--- config.mk ---
export PLATFORM = sky130hd
export DESIGN_NAME = loop_sequencer
export DESIGN_NICKNAME = d
export VERILOG_FILES = /design/src/rtl/loop_sequencer.sv
export SDC_FILE = /design/constraint.sdc
export NUM_CORES = 1
export LEC_CHECK = 0
export CAP_MARGIN = 20
export CORE_MARGIN = 2
export CORE_UTILIZATION = 47
export DETAILED_ROUTE_END_ITERATION = 8
export PLACE_DENSITY = 0.91
export REMOVE_ABC_BUFFERS = 1
export SYNTH_ARGS = -nofsm -noshare
export SYNTH_HDL_FRONTEND = slang
export SYNTH_SLANG_ARGS = --single-unit
export TNS_END_PERCENT = 5
--- constraint.sdc ---
create_clock -name clk -period 3 [get_ports clk]
set_clock_uncertainty 0.05 [all_clocks]
set_input_delay 0.6 -clock clk [delete_from_list [all_inputs] [get_ports clk]]
set_output_delay 0.6 -clock clk [all_outputs]
set_load 0.03 [all_outputs]
--- src/rtl/loop_sequencer.sv ---
// ---------------------------------------------------------------------------
// loop_sequencer
//
// Iteration controller for an N-bit loadable up-counter whose carry-out (co)
// is high when the counter value is all ones. On an accepted start it loads
// the counter with 2^N - K so that co flags the last iteration. It then runs
// K iterations of a READ / EXEC / WRITE datapath cycle and pulses done.
// A start with K == 0 goes straight to DONE without touching the counter or
// the datapath.
//
// Ports
//   clk       in   1  clock, rising edge
//   rst       in   1  reset, asynchronous, active-high
//   start     in   1  begin a run; only sampled in IDLE
//   iter_cnt  in   N  iteration count K, latched when start is accepted
//   stall     in   1  freeze the current READ/EXEC/WRITE phase
//   abort     in   1  cancel the run and return to IDLE without done
//   cnt_co    in   1  counter carry-out (counter value == all ones)
//   cnt_ld    out  1  counter load strobe
//   cnt_en    out  1  counter increment strobe
//   cnt_init  out  N  counter load value, 2^N - K
//   rd_en     out  1  datapath READ strobe
//   ex_en     out  1  datapath EXEC strobe
//   wr_en     out  1  datapath WRITE strobe
//   busy      out  1  high in every state except IDLE
//   done      out  1  one-cycle completion pulse
// ---------------------------------------------------------------------------
module loop_sequencer #(
  parameter int N = 6
) (
  input  logic         clk,
  input  logic         rst,
  input  logic         start,
  input  logic [N-1:0] iter_cnt,
  input  logic         stall,
  input  logic         abort,
  input  logic         cnt_co,
  output logic         cnt_ld,
  output logic         cnt_en,
  output logic [N-1:0] cnt_init,
  output logic         rd_en,
  output logic         ex_en,
  output logic         wr_en,
  output logic         busy,
  output logic         done
);

  typedef enum logic [2:0] {
    S_IDLE  = 3'd0,
    S_LOAD  = 3'd1,
    S_READ  = 3'd2,
    S_EXEC  = 3'd3,
    S_WRITE = 3'd4,
    S_DONE  = 3'd5
  } state_t;

  state_t       state_q;
  state_t       state_d;
  logic [N-1:0] k_q;

  // Per-state flags, registered alongside the state so every output is
  // driven from a flop and only gated by the stall/abort inputs.
  logic load_q;
  logic read_q;
  logic exec_q;
  logic write_q;
  logic busy_q;
  logic done_q;

  logic phase_go;

  // Next-state logic. Abort beats stall, and stall beats the normal
  // phase advance. The counter carry is only looked at in WRITE.
  always_comb begin
    state_d = state_q;
    case (state_q)
      S_IDLE: begin
        if (start) begin
          if (iter_cnt != '0) state_d = S_LOAD;
          else                state_d = S_DONE;
        end
      end
      S_LOAD: begin
        if (abort) state_d = S_IDLE;
        else       state_d = S_READ;
      end
      S_READ: begin
        if (abort)       state_d = S_IDLE;
        else if (!stall) state_d = S_EXEC;
      end
      S_EXEC: begin
        if (abort)       state_d = S_IDLE;
        else if (!stall) state_d = S_WRITE;
      end
      S_WRITE: begin
        if (abort)       state_d = S_IDLE;
        else if (!stall) state_d = cnt_co ? S_DONE : S_READ;
      end
      S_DONE:  state_d = S_IDLE;
      default: state_d = S_IDLE;
    endcase
  end

  // State register, iteration-count latch and the registered state flags.
  // k_q is only written when a start is accepted, which keeps cnt_init
  // stable for the whole run and until the next accepted start.
  always_ff @(posedge clk or posedge rst) begin
    if (rst) begin
      state_q <= S_IDLE;
      k_q     <= '0;
      load_q  <= 1'b0;
      read_q  <= 1'b0;
      exec_q  <= 1'b0;
      write_q <= 1'b0;
      busy_q  <= 1'b0;
      done_q  <= 1'b0;
    end else begin
      state_q <= state_d;
      if (state_q == S_IDLE && start) begin
        k_q <= iter_cnt;
      end
      load_q  <= (state_d == S_LOAD);
      read_q  <= (state_d == S_READ);
      exec_q  <= (state_d == S_EXEC);
      write_q <= (state_d == S_WRITE);
      busy_q  <= (state_d != S_IDLE);
      done_q  <= (state_d == S_DONE);
    end
  end

  // A phase strobe fires only in the cycle its phase is released, so a
  // stalled phase still produces exactly one strobe per iteration.
  assign phase_go = ~stall & ~abort;

  // LOAD ignores stall but still yields to abort.
  assign cnt_ld = load_q & ~abort;
  assign rd_en  = read_q & phase_go;
  assign ex_en  = exec_q & phase_go;
  assign wr_en  = write_q & phase_go;

  // On the last WRITE the counter already reads all ones; it is not
  // advanced past that point.
  assign cnt_en = write_q & phase_go & ~cnt_co;

  assign busy = busy_q;
  assign done = done_q;

  // Two's complement of K: the counter needs K-1 increments to hit all ones.
  assign cnt_init = (~k_q) + {{(N-1){1'b0}}, 1'b1};

endmodule
==> key figures <==
Yosys
  – Dominant synthesized flop cell: dfrtp_1
  – Synth Register Bits: 15
  – Netlist cell types: 32
  – Async SR Flop Fraction: 1.00
  – Top cell type's share of synthesized area: 0.498
  – Mapped Cells: 68
  – Synth warn: 0
  – Cell taking the most area after synthesis: dfrtp_1
  – Post-Syn Area: between 700 and 800 um2
  – EDFF count, synth: 0
  – Avg Cell Area, Syn: 11.1 um2
  – Post-synthesis sequential area ratio: 0.498
  – Top cells by area, synth: dfrtp_1, mux2_1, nor4b_2

Setup path
  – Worst setup path start: stall
  – Max incr delay on CP: ~0.67 ns
  – Critical Path Start Type: primary input
  – Arrival time at the worst endpoint: 2.17 ns
  – Crit path kind: in -> out
  – WP data required: 2.35 ns
  – Most used cell, CP: clkdlybuf4s50_1
  – CP Capture Type: primary output
  – Worst Setup EP: cnt_en
  – Worst-path cell chain: clkdlybuf4s50_1 > nor2_2 > and2_1 > nor2b_1 > clkdlybuf4s50_1
  – CP max FO: 5
  – Critical Path Stages: 5
  – Critical R2R Launch: state_q[0]
  – Reg2reg setup slack: 1.49 ns
  – Top Family by Delay on Critical Path: buffers and inverters
  – CP bufs+invs: 2
  – Worst r2r dst: busy
  – Reg2reg path depth: 4
  – Slowest CP cell: clkdlybuf4s50_1

Die
  – Die Y-Extent: 44.1 um
  – Die X: 44.1 um
  – Die ar.: approximately 1900 um2
  – Core area: about 1500 um2
  – Starting Density: 0.501
  – Row count: 14
  – Boundary Pins: 25

STA
  – Final hold vios: 0
  – Min Tclk post-route: 2.82 ns
  – Final setup violation count: 0
  – WHS: about 0.49 ns
  – Max-slew violation count: 0
  – Worst slew margin: 0.645
  – Fin crit share: 0.941
  – Worst Slack Setup Final: 0.176 ns
  – Total negative setup slack: 0 ns
  – Worst-Margin Slew: 0.531 ns
  – FMAX: 0.354 GHz
  – RSZ-0062 raised after global routing: no

Clock tree
  – Setup Buffers After CTS: 0
  – Hold buffer count at CTS: 0
  – CTS tree: yes
  – Clk Tree Root Cell: clkbuf_4
  – Post-CTS Resized: 0
  – CTS buffer count: 3
  – Longest Clk Path Bufs: 2
  – Clock slew at the register clock pins of the worst setup and hold paths: ~0.09 ns
  – H-tree lvl count: 1
  – Worst-Skew Late Latency: approximately 0.29 ns
  – CTS sink count: 15

Place
  – Routability cong.: 0.760
  – Dpl cell area: a little over 1000 um2
  – Pre-CTS setup slack: 0.176 ns
  – Dpl hpwl: 1.17 mm
  – I/O Buffers: 24
  – DP Cell Count: 109

Global route
  – First-pass GRT wire length: 2.53 mm
  – Global router's overall resource usage: 0.180
  – Vias in the first global route: 601
  – Gr ovfl total: 0
  – Antenna violations before repair: 0
  – Largest net degree at the start of global routing: 16

Power
  – Maximum VDD drop: 681 uV
  – Lkg Pwr: 0.446 nW
  – Total chip power: 988 uW
  – Cell Pwr Density: ~940 nW/um2

Route
  – DRC: 0
  – Antenna violation net count after detailed routing: 0
  – WL/cell: approximately 13 um
  – Vias/cell: roughly 5.5
  – DR pass1 iterations: 4
  – Total number of vias: 619
  – Initial DRC Count: 17
  – Routed Wire Length: around 1.5 mm

Final layout
  – Fin cells: 113
  – Final #Nets: 111
  – Antenna cells: 0
  – Final Util: 0.700
  – Cell area after layout: 1050 um2
  – Share of cells above drive strength 1: 0.144
  – Area Growth Syn to Fin: 39.8%

Job
  – Max-Cap Viols: 0

Worst hold path
  – Worst hold path class: reg -> reg

Run status
  – Outcome: complete, no violations
-- layout make-up --
class / count / area (um2)
flip-flops and latches: 15 / 375
clock buffers: 3 / 22.5
repair buffers: 27 / 263
fillers: 125 / 452
well taps: 16 / 20.0
inverters: 3 / 11.3
clock inverters: 1 / 7.51
multi-input cells: 48 / 355
-- cell usage in the layout (no fill, tap or decap), types with 2 or more instances in the layout --
| cell | count |
|---|---|
| clkdlybuf4s50_1 | 24 |
| dfrtp_1 | 15 |
| nand2_1 | 4 |
| mux2_1 | 4 |
| nor2_1 | 4 |
| inv_1 | 3 |
| nor4_1 | 3 |
| xnor2_1 | 3 |
| and2_1 | 3 |
| clkbuf_4 | 3 |
| buf_4 | 3 |
| nor4b_2 | 2 |
| o21ai_1 | 2 |
| nand3_1 | 2 |
| xor2_1 | 2 |
| nor2b_1 | 2 |
-- cell usage after synthesis (all sizes together), types with 2 or more instances --
master	count
nand3	2
inv	3
nor4b	2
nor2	5
nor3b	2
nor4	3
xnor2	3
nand2	4
nor2b	2
dfrtp	15
o21ai	3
and2	3
buf	2
xor2	2
mux2	4
or2	2
-- cell families after synthesis --
family	after synthesis	synth area share
buffers and inverters	5	0.0315
multiplexers	4	0.0597
flip-flops	15	0.498
AO/OA/AOI/OAI	9	0.0813
adder cells (fa/ha/maj)	1	0.0166
AND/OR/NAND/NOR	29	0.255
XOR/XNOR	5	0.0581
-- flip-flops by register name, summed over array words and instances (netlist names) --
register and cells:
state_q 3, k_q 6, load_q 1, done 1, exec_q 1, write_q 1, read_q 1, busy 1
-- worst min-delay path by stage --
stage                       from  endpoint  slack [ns]  cells past startpoint
final                     k_q[4]    k_q[4]        0.49                      1
after global routing      k_q[5]    k_q[5]        0.51                      1
after CTS                 k_q[5]    k_q[5]        0.49                      1
after detailed placement  k_q[5]    k_q[5]        0.47                      1
after global placement    k_q[5]    k_q[5]        0.45                      1
after floorplan           k_q[5]    k_q[5]        0.43                      1
-- metal layers --
metal | part of all wire | global-route usage
met4 | 0.028 | 0.139
met3 | 0.063 | 0.0163
met2 | 0.49 | 0.282
met1 | 0.42 | 0.229
met5 | 0 | 0
-- power by group --
group	leakage, nW	switching, mW	internal, mW
sequential	0.190	0.0553	0.265
combinational	0.242	0.297	0.251
clock	0.0139	0.0687	0.0507
total	0.446	0.421	0.567
No activity file was read; power rests on OpenSTA's default activity.
